--- config.mk ---
export PLATFORM = sky130hd
export DESIGN_NAME = sys_bus_ic
export DESIGN_NICKNAME = d
export VERILOG_FILES = /design/src/rtl/sys_bus_ic_pkg.sv /design/src/rtl/sys_bus_ic_rr_arbiter.sv /design/src/rtl/sys_bus_ic.sv
export SDC_FILE = /design/constraint.sdc
export NUM_CORES = 1
export LEC_CHECK = 0
export BUFFER_PORTS_ARGS = -buffer_cell sky130_fd_sc_hd__buf_2
export CAP_MARGIN = 0
export CORE_AREA = 8 8 139 141
export CTS_CLUSTER_SIZE = 25
export DETAILED_ROUTE_END_ITERATION = 12
export DIE_AREA = 0 0 147 149
export GPL_ROUTABILITY_DRIVEN = 0
export PLACE_DENSITY = 0.69
export SYNTH_ARGS = -nofsm -noshare
export SYNTH_HDL_FRONTEND = slang
export SYNTH_SLANG_ARGS = --single-unit
--- constraint.sdc ---
create_clock -name clk -period 3.6 [get_ports clk]
set_input_delay 0.36 -clock clk [delete_from_list [all_inputs] [get_ports clk]]
set_output_delay 0.36 -clock clk [all_outputs]
set_load 0.02 [all_outputs]
--- src/rtl/sys_bus_ic_pkg.sv ---
// Shared definitions for the system bus interconnect:
// truth constants, FSM state encoding, defaults and index helpers.
package sys_bus_ic_pkg;

    localparam logic TRUE  = 1'b1;
    localparam logic FALSE = 1'b0;

    typedef enum logic [1:0] {
        ST_IDLE = 2'd0,
        ST_BUSY = 2'd1,
        ST_RESP = 2'd2
    } state_e;

    localparam int TIMEOUT_DEF = 255;

    // Index width that never collapses to zero bits for a single element.
    function automatic int idx_w(input int n);
        return (n > 1) ? $clog2(n) : 1;
    endfunction

endpackage

--- src/rtl/sys_bus_ic_rr_arbiter.sv ---
// Round-robin arbiter: lowest requesting index at or above ptr wins,
// otherwise the search wraps to index 0.
module rr_arbiter
    import sys_bus_ic_pkg::*;
#(
    parameter int N  = 2,
    parameter int PW = idx_w(N)
) (
    input  logic [N-1:0]  req,
    input  logic [PW-1:0] ptr,
    output logic [N-1:0]  gnt
);

    logic found;

    always_comb begin
        gnt   = '0;
        found = FALSE;
        for (int j = 0; j < N; j++) begin
            if (!found && req[j] && (j >= int'(ptr))) begin
                gnt[j] = TRUE;
                found  = TRUE;
            end
        end
        for (int j = 0; j < N; j++) begin
            if (!found && req[j]) begin
                gnt[j] = TRUE;
                found  = TRUE;
            end
        end
    end

endmodule

--- src/rtl/sys_bus_ic.sv ---
// Single-outstanding shared-bus interconnect: N_MST masters arbitrated
// round-robin onto N_SLV address-decoded slaves, with decode error and timeout.
module sys_bus_ic
    import sys_bus_ic_pkg::*;
#(
    parameter int N_MST   = 2,
    parameter int N_SLV   = 4,
    parameter int DW      = 32,
    parameter int SEL_LSB = 28,
    parameter int TIMEOUT = TIMEOUT_DEF
) (
    input  logic                clk,
    input  logic                rst_n,
    input  logic [N_MST-1:0]    m_req,
    input  logic [N_MST-1:0]    m_we,
    input  logic [32*N_MST-1:0] m_adr,
    input  logic [DW*N_MST-1:0] m_wdata,
    output logic [N_MST-1:0]    m_gnt,
    output logic [N_MST-1:0]    m_rvalid,
    output logic [DW-1:0]       m_rdata,
    output logic                m_err,
    output logic [N_SLV-1:0]    s_req,
    output logic                s_we,
    output logic [31:0]         s_adr,
    output logic [DW-1:0]       s_wdata,
    input  logic [N_SLV-1:0]    s_ready,
    input  logic [DW*N_SLV-1:0] s_rdata
);

    localparam int MW = idx_w(N_MST);
    localparam int SW = idx_w(N_SLV);

    state_e             state_q, state_d;
    logic [MW-1:0]      owner_q, owner_d;
    logic [MW-1:0]      ptr_q, ptr_d;
    logic [SW-1:0]      sel_q, sel_d;
    logic               err_q, err_d;
    logic               we_q, we_d;
    logic [31:0]        adr_q, adr_d;
    logic [DW-1:0]      wdata_q, wdata_d;
    logic [DW-1:0]      rdata_q, rdata_d;
    logic [15:0]        cnt_q, cnt_d;
    logic [N_MST-1:0]   gnt_q, gnt_d;

    logic [N_MST-1:0]   arb_gnt;
    logic [MW-1:0]      win;
    logic [31:0]        win_adr;
    logic [31:0]        sel_full;
    logic               rv;

    rr_arbiter #(.N(N_MST), .PW(MW)) u_arb (
        .req (m_req),
        .ptr (ptr_q),
        .gnt (arb_gnt)
    );

    always_comb begin
        win = '0;
        for (int i = 0; i < N_MST; i++) begin
            if (arb_gnt[i]) win = MW'(i);
        end
    end

    assign win_adr  = m_adr[32*int'(win) +: 32];
    assign sel_full = win_adr >> SEL_LSB;

    // Completion waits until the grant pulse is gone, so a decode error
    // reports one cycle after its grant rather than alongside it.
    assign rv = (state_q == ST_RESP) && (gnt_q == '0);

    always_comb begin
        state_d = state_q;
        owner_d = owner_q;
        ptr_d   = ptr_q;
        sel_d   = sel_q;
        err_d   = err_q;
        we_d    = we_q;
        adr_d   = adr_q;
        wdata_d = wdata_q;
        rdata_d = rdata_q;
        cnt_d   = cnt_q;
        gnt_d   = '0;
        unique case (state_q)
            ST_IDLE: begin
                if (|m_req) begin
                    gnt_d   = arb_gnt;
                    owner_d = win;
                    ptr_d   = (win == MW'(N_MST - 1)) ? '0 : win + MW'(1);
                    we_d    = m_we[win];
                    adr_d   = win_adr;
                    wdata_d = m_wdata[DW*int'(win) +: DW];
                    cnt_d   = '0;
                    if (sel_full < 32'(N_SLV)) begin
                        sel_d   = SW'(sel_full);
                        err_d   = FALSE;
                        state_d = ST_BUSY;
                    end else begin
                        err_d   = TRUE;
                        rdata_d = '0;
                        state_d = ST_RESP;
                    end
                end
            end
            ST_BUSY: begin
                if (s_ready[sel_q]) begin
                    rdata_d = we_q ? '0 : s_rdata[DW*int'(sel_q) +: DW];
                    state_d = ST_RESP;
                end else if (cnt_q == 16'(TIMEOUT - 1)) begin
                    err_d   = TRUE;
                    rdata_d = '0;
                    state_d = ST_RESP;
                end else begin
                    cnt_d = cnt_q + 16'd1;
                end
            end
            ST_RESP: begin
                if (rv) state_d = ST_IDLE;
            end
            default: state_d = ST_IDLE;
        endcase
    end

    always_ff @(posedge clk or negedge rst_n) begin
        if (!rst_n) begin
            state_q <= ST_IDLE;
            owner_q <= '0;
            ptr_q   <= '0;
            sel_q   <= '0;
            err_q   <= FALSE;
            we_q    <= FALSE;
            adr_q   <= '0;
            wdata_q <= '0;
            rdata_q <= '0;
            cnt_q   <= '0;
            gnt_q   <= '0;
        end else begin
            state_q <= state_d;
            owner_q <= owner_d;
            ptr_q   <= ptr_d;
            sel_q   <= sel_d;
            err_q   <= err_d;
            we_q    <= we_d;
            adr_q   <= adr_d;
            wdata_q <= wdata_d;
            rdata_q <= rdata_d;
            cnt_q   <= cnt_d;
            gnt_q   <= gnt_d;
        end
    end

    assign m_gnt    = gnt_q;
    assign m_rvalid = rv ? (N_MST'(1) << owner_q) : '0;
    assign m_err    = rv & err_q;
    assign m_rdata  = rdata_q;
    assign s_req    = (state_q == ST_BUSY) ? (N_SLV'(1) << sel_q) : '0;
    assign s_we     = we_q;
    assign s_adr    = adr_q;
    assign s_wdata  = wdata_q;

endmodule

==> qor.yml <==
run_status:
  status: "completed"
global_routing:
  groute.usage.overall: 0.219
  number_of_antenna_violations_at_the_first_check_in_global_routing: 1
  grt_pass1_vias: 6701
  grt.overflow.total: 0
  pin_count_of_the_biggest_net_entering_global_routing: 80
  grt_pass1_wl_um: 37500
critical_path:
  critical_path.cell_chain: "or4b_4, or4_4, a32oi_1, o21ai_0"
  setup.worst_path.end_class: "register"
  critical_path_peak_fanout: 47
  worst_r2r_path_depth: 4
  worst-setup-path-type: "reg -> reg"
  worst-path-stages: 4
  cp.arrival_ns: 2.66
  worstSetupStartpoint: "cnt_q[8]"
  crit_path_end: "m_rdata[7]"
  crit_path_required_time_ns: 3.88
  setup.reg_to_reg.worst_slack_ns: 1.22
  cp_slowest_cell: "sky130_fd_sc_hd__or4_4"
  crit_path_max_incr_delay_ns: 0.80
  worstPathBufferInverterCount: 0
  worst_r2r_startpoint: "cnt_q[8]"
  setup.worst_path.start_class: "register"
  worst_r2r_endpoint: "m_rdata[7]"
  worst_path_dominant_cell_family: "simple AND/OR/NAND/NOR gates"
floorplan:
  initial_utilization: 0.373
  coreArea_um2: 17100
  fp.dieArea_um2: 21900
  die_height_um: 149
  chip_width_um: 147
  rows: 48
  io-pin-count: 372
clocking:
  postCtsSetupRepairBufs: 0
  tritoncts_clock_tree: "yes"
  clock_sinks: 122
  tritoncts.num_buffers: 17
  cts_buffer_depth: 2
  cts-resized-gates: 0
  latest_clock_arrival_within_the_worst_skew_pair_ns: 0.41
  clk_transition_reported_paths_ns: 0.06
  h-tree-depth: 4
  clock-root-buffer: "sky130_fd_sc_hd__clkbuf_16"
  cts.hold.buffers_added: 0
pwr:
  power.density_cell_area_nw_per_um2: 781
  power_leakage_uw: 0.00463
  vdd_ir_drop_max_uv: 441
  total_power_uw: 7050
yosys:
  synthesis.nets: 883
  yosys_register_bits: 122
  post_synthesis_cell_type_with_the_largest_combined_area: "sky130_fd_sc_hd__dfrtp_1"
  netlist-cell-type-count: 46
  synth_area_per_cell_um2: 10.3
  synth_edf_count: 0
  ys_top_cells_by_area: "sky130_fd_sc_hd__dfrtp_1 (48%), sky130_fd_sc_hd__mux4_2 (12%), sky130_fd_sc_hd__nand2_1 (7.8%), sky130_fd_sc_hd__a22oi_1 (7.3%), sky130_fd_sc_hd__a32oi_1 (4.4%)"
  combined_area_of_all_synthesized_cells_um2: 6360
  top_reg_cell_synth: "sky130_fd_sc_hd__dfrtp_1"
  synthArstFlopShare: 1.00
  synth.yosys.seq_area_share: 0.480
  synth_largest_type_area_fraction: 0.480
  synth-warning-count: 0
  postSynthCellCount: 615
hold_path:
  hold_path.class: "in -> async"
detailed_routing:
  firstDrtPassIters: 5
  route.detailed.vias_per_inst: 5.30
  route.vias.total: 6382
  remaining_drc_errors: 0
  drt-total-wl_um: 24300
  initialDrtViolationCount: 423
  ant_nets: 0
  detail_route.wl_per_cell_um: 20.2
timing:
  timing.final.setup_violations: 0
  relSlewSlack: 0.276
  fin_worst_skew_ns: 0.00699
  drv_slew: 0
  unrepaired_setup_endpoints_after_global_routing: "false"
  period_minus_slack_ns: 2.38
  period_share: 0.662
  timing_hold_violations_final: 0
  clock.fmax_mhz: 420
  fin_setup_tns_ns: 0
  tightestPinTransition_ns: 1.09
layout:
  fillerInstances: 1539
  ff_latch_area_um2: 3050
  count_of_inserted_antenna_diode_cells: 0
  layout.nets: 1234
  area.growth.synth_to_final_pct: 41.9
  utilization: 0.529
  multi_input_area_um2: 2980
  drive_above_1_share: 0.466
place:
  hpwl_um: 18300
  placement.io_buffers: 371
flow_run:
  max_cap_check_violation_count: 0
[cell usage in the layout (no fill, tap or decap), types with 4 or more instances in the layout]
cell	instances
sky130_fd_sc_hd__a21o_1	8
sky130_fd_sc_hd__a21oi_1	9
sky130_fd_sc_hd__a22oi_1	62
sky130_fd_sc_hd__a31oi_1	13
sky130_fd_sc_hd__a32oi_1	32
sky130_fd_sc_hd__a41oi_1	4
sky130_fd_sc_hd__and3_1	7
sky130_fd_sc_hd__buf_2	370
sky130_fd_sc_hd__buf_4	11
sky130_fd_sc_hd__clkbuf_16	17
sky130_fd_sc_hd__clkinvlp_4	4
sky130_fd_sc_hd__dfrtp_1	121
sky130_fd_sc_hd__inv_1	38
sky130_fd_sc_hd__mux2i_1	5
sky130_fd_sc_hd__mux4_2	33
sky130_fd_sc_hd__nand2_1	132
sky130_fd_sc_hd__nand3_1	4
sky130_fd_sc_hd__nor2_1	6
sky130_fd_sc_hd__nor3_1	4
sky130_fd_sc_hd__o21a_1	5
sky130_fd_sc_hd__o21ai_0	15
sky130_fd_sc_hd__o21ai_1	24
[power by group]
group / switching, µW / total [µW] / internal, µW
combinational: 1890 / 3090 / 1200
clock: 659 / 1770 / 1110
sequential: 330 / 2190 / 1860
total: 2880 / 7050 / 4170
[worst min-delay path by stage]
| stage | start | end | slack [ns] | cells after the start |
|---|---|---|---|---|
| 6_report | rst_n | cnt_q[11] | 0.12 | 1 |
| 5_1_grt | m_adr[5] | s_adr[5] | 0.12 | 3 |
| 4_1_cts | m_adr[11] | s_adr[11] | 0.11 | 3 |
| 3_5_place_dp | s_adr[28] | s_adr[28] | 0.47 | 2 |
| 3_3_place_gp | s_adr[31] | s_adr[31] | 0.46 | 2 |
| 2_1_floorplan | rst_n | cnt_q[0] | 0.06 | 0 |
[routing by layer]
metal / vias to the layer above / GRT usage / part of all wire
met5: - / 0 / 0.00033
met2: 343 / 0.358 / 0.48
li1: 2989 / - / -
met1: 3003 / 0.254 / 0.39
met4: 2 / 0.0898 / 0.028
met3: 45 / 0.0874 / 0.10
[sequential cells by signal, summed over array words and instances, names as in the netlist]
register  flops
m_rdata      32
s_adr        32
s_wdata      32
cnt_q        16
m_gnt         2
sel_q         2
state_q       2
err_q         1
owner_q       1
ptr_q         1
s_we          1
[kinds of logic (layout without fill, tap and decap cells)]
family,after synthesis,in the layout,share of synthesized area
AND/OR/NAND/NOR,181,181,0.129
flip-flops,122,122,0.480
multiplexers,38,38,0.125
AO/OA/AOI/OAI,184,184,0.204
buffers and inverters,88,452,0.0584
adder cells (fa/ha/maj),2,2,0.00393
[synth_stat cells, types with 2 or more instances]
library cell,count
sky130_fd_sc_hd__nand2_1,132
sky130_fd_sc_hd__dfrtp_1,122
sky130_fd_sc_hd__a22oi_1,62
sky130_fd_sc_hd__clkbuf_1,38
sky130_fd_sc_hd__inv_1,38
sky130_fd_sc_hd__mux4_2,33
sky130_fd_sc_hd__a32oi_1,32
sky130_fd_sc_hd__o21ai_1,25
sky130_fd_sc_hd__o21ai_0,15
sky130_fd_sc_hd__a31oi_1,13
sky130_fd_sc_hd__a21oi_1,9
sky130_fd_sc_hd__a21o_1,8
sky130_fd_sc_hd__and3_1,8
sky130_fd_sc_hd__nor2_1,6
sky130_fd_sc_hd__buf_6,5
sky130_fd_sc_hd__mux2i_1,5
sky130_fd_sc_hd__o21a_1,5
sky130_fd_sc_hd__a41oi_1,4
sky130_fd_sc_hd__buf_1,4
sky130_fd_sc_hd__nand3_1,4
sky130_fd_sc_hd__nor3_1,4
sky130_fd_sc_hd__and2_1,3
sky130_fd_sc_hd__buf_2,3
sky130_fd_sc_hd__nand2b_1,3
sky130_fd_sc_hd__nand4_1,3
sky130_fd_sc_hd__nor2b_1,3
sky130_fd_sc_hd__nor4_1,3
sky130_fd_sc_hd__and4_1,2
sky130_fd_sc_hd__ha_1,2
sky130_fd_sc_hd__nand4b_1,2
sky130_fd_sc_hd__nor4_2,2
sky130_fd_sc_hd__nor4b_1,2
sky130_fd_sc_hd__o2bb2ai_1,2
[worst reg2reg max path, stage by stage (launching register included)]
cell and delay, ns:
sky130_fd_sc_hd__dfrtp_1 0.46, sky130_fd_sc_hd__or4b_4 0.57, sky130_fd_sc_hd__or4_4 0.80, sky130_fd_sc_hd__a32oi_1 0.31, sky130_fd_sc_hd__o21ai_0 0.11
[area by class of cell]
type | count | area share
multi-input cells | 405 | 0.330
inverters | 38 | 0.0158
flip-flops and latches | 122 | 0.339
clock buffers | 19 | 0.0491
repair buffers | 382 | 0.217
clock inverters | 13 | 0.0187
well taps | 225 | 0.0312
[per-stage QoR]
step / area [µm²] / cells / hold slack [ns] / setup slack [ns]
floorplan: 6360 / 615 / 0.0644 / 1.43
detailed placement: 8410 / 1172 / 0.467 / 1.28
finish: 9020 / 1204 / 0.121 / 1.22
CTS: 9020 / 1204 / 0.109 / 1.23
global placement: 8410 / 1172 / 0.458 / 1.30
global route: 9020 / 1204 / 0.122 / 1.06
(Power assumes the default switching activity.)
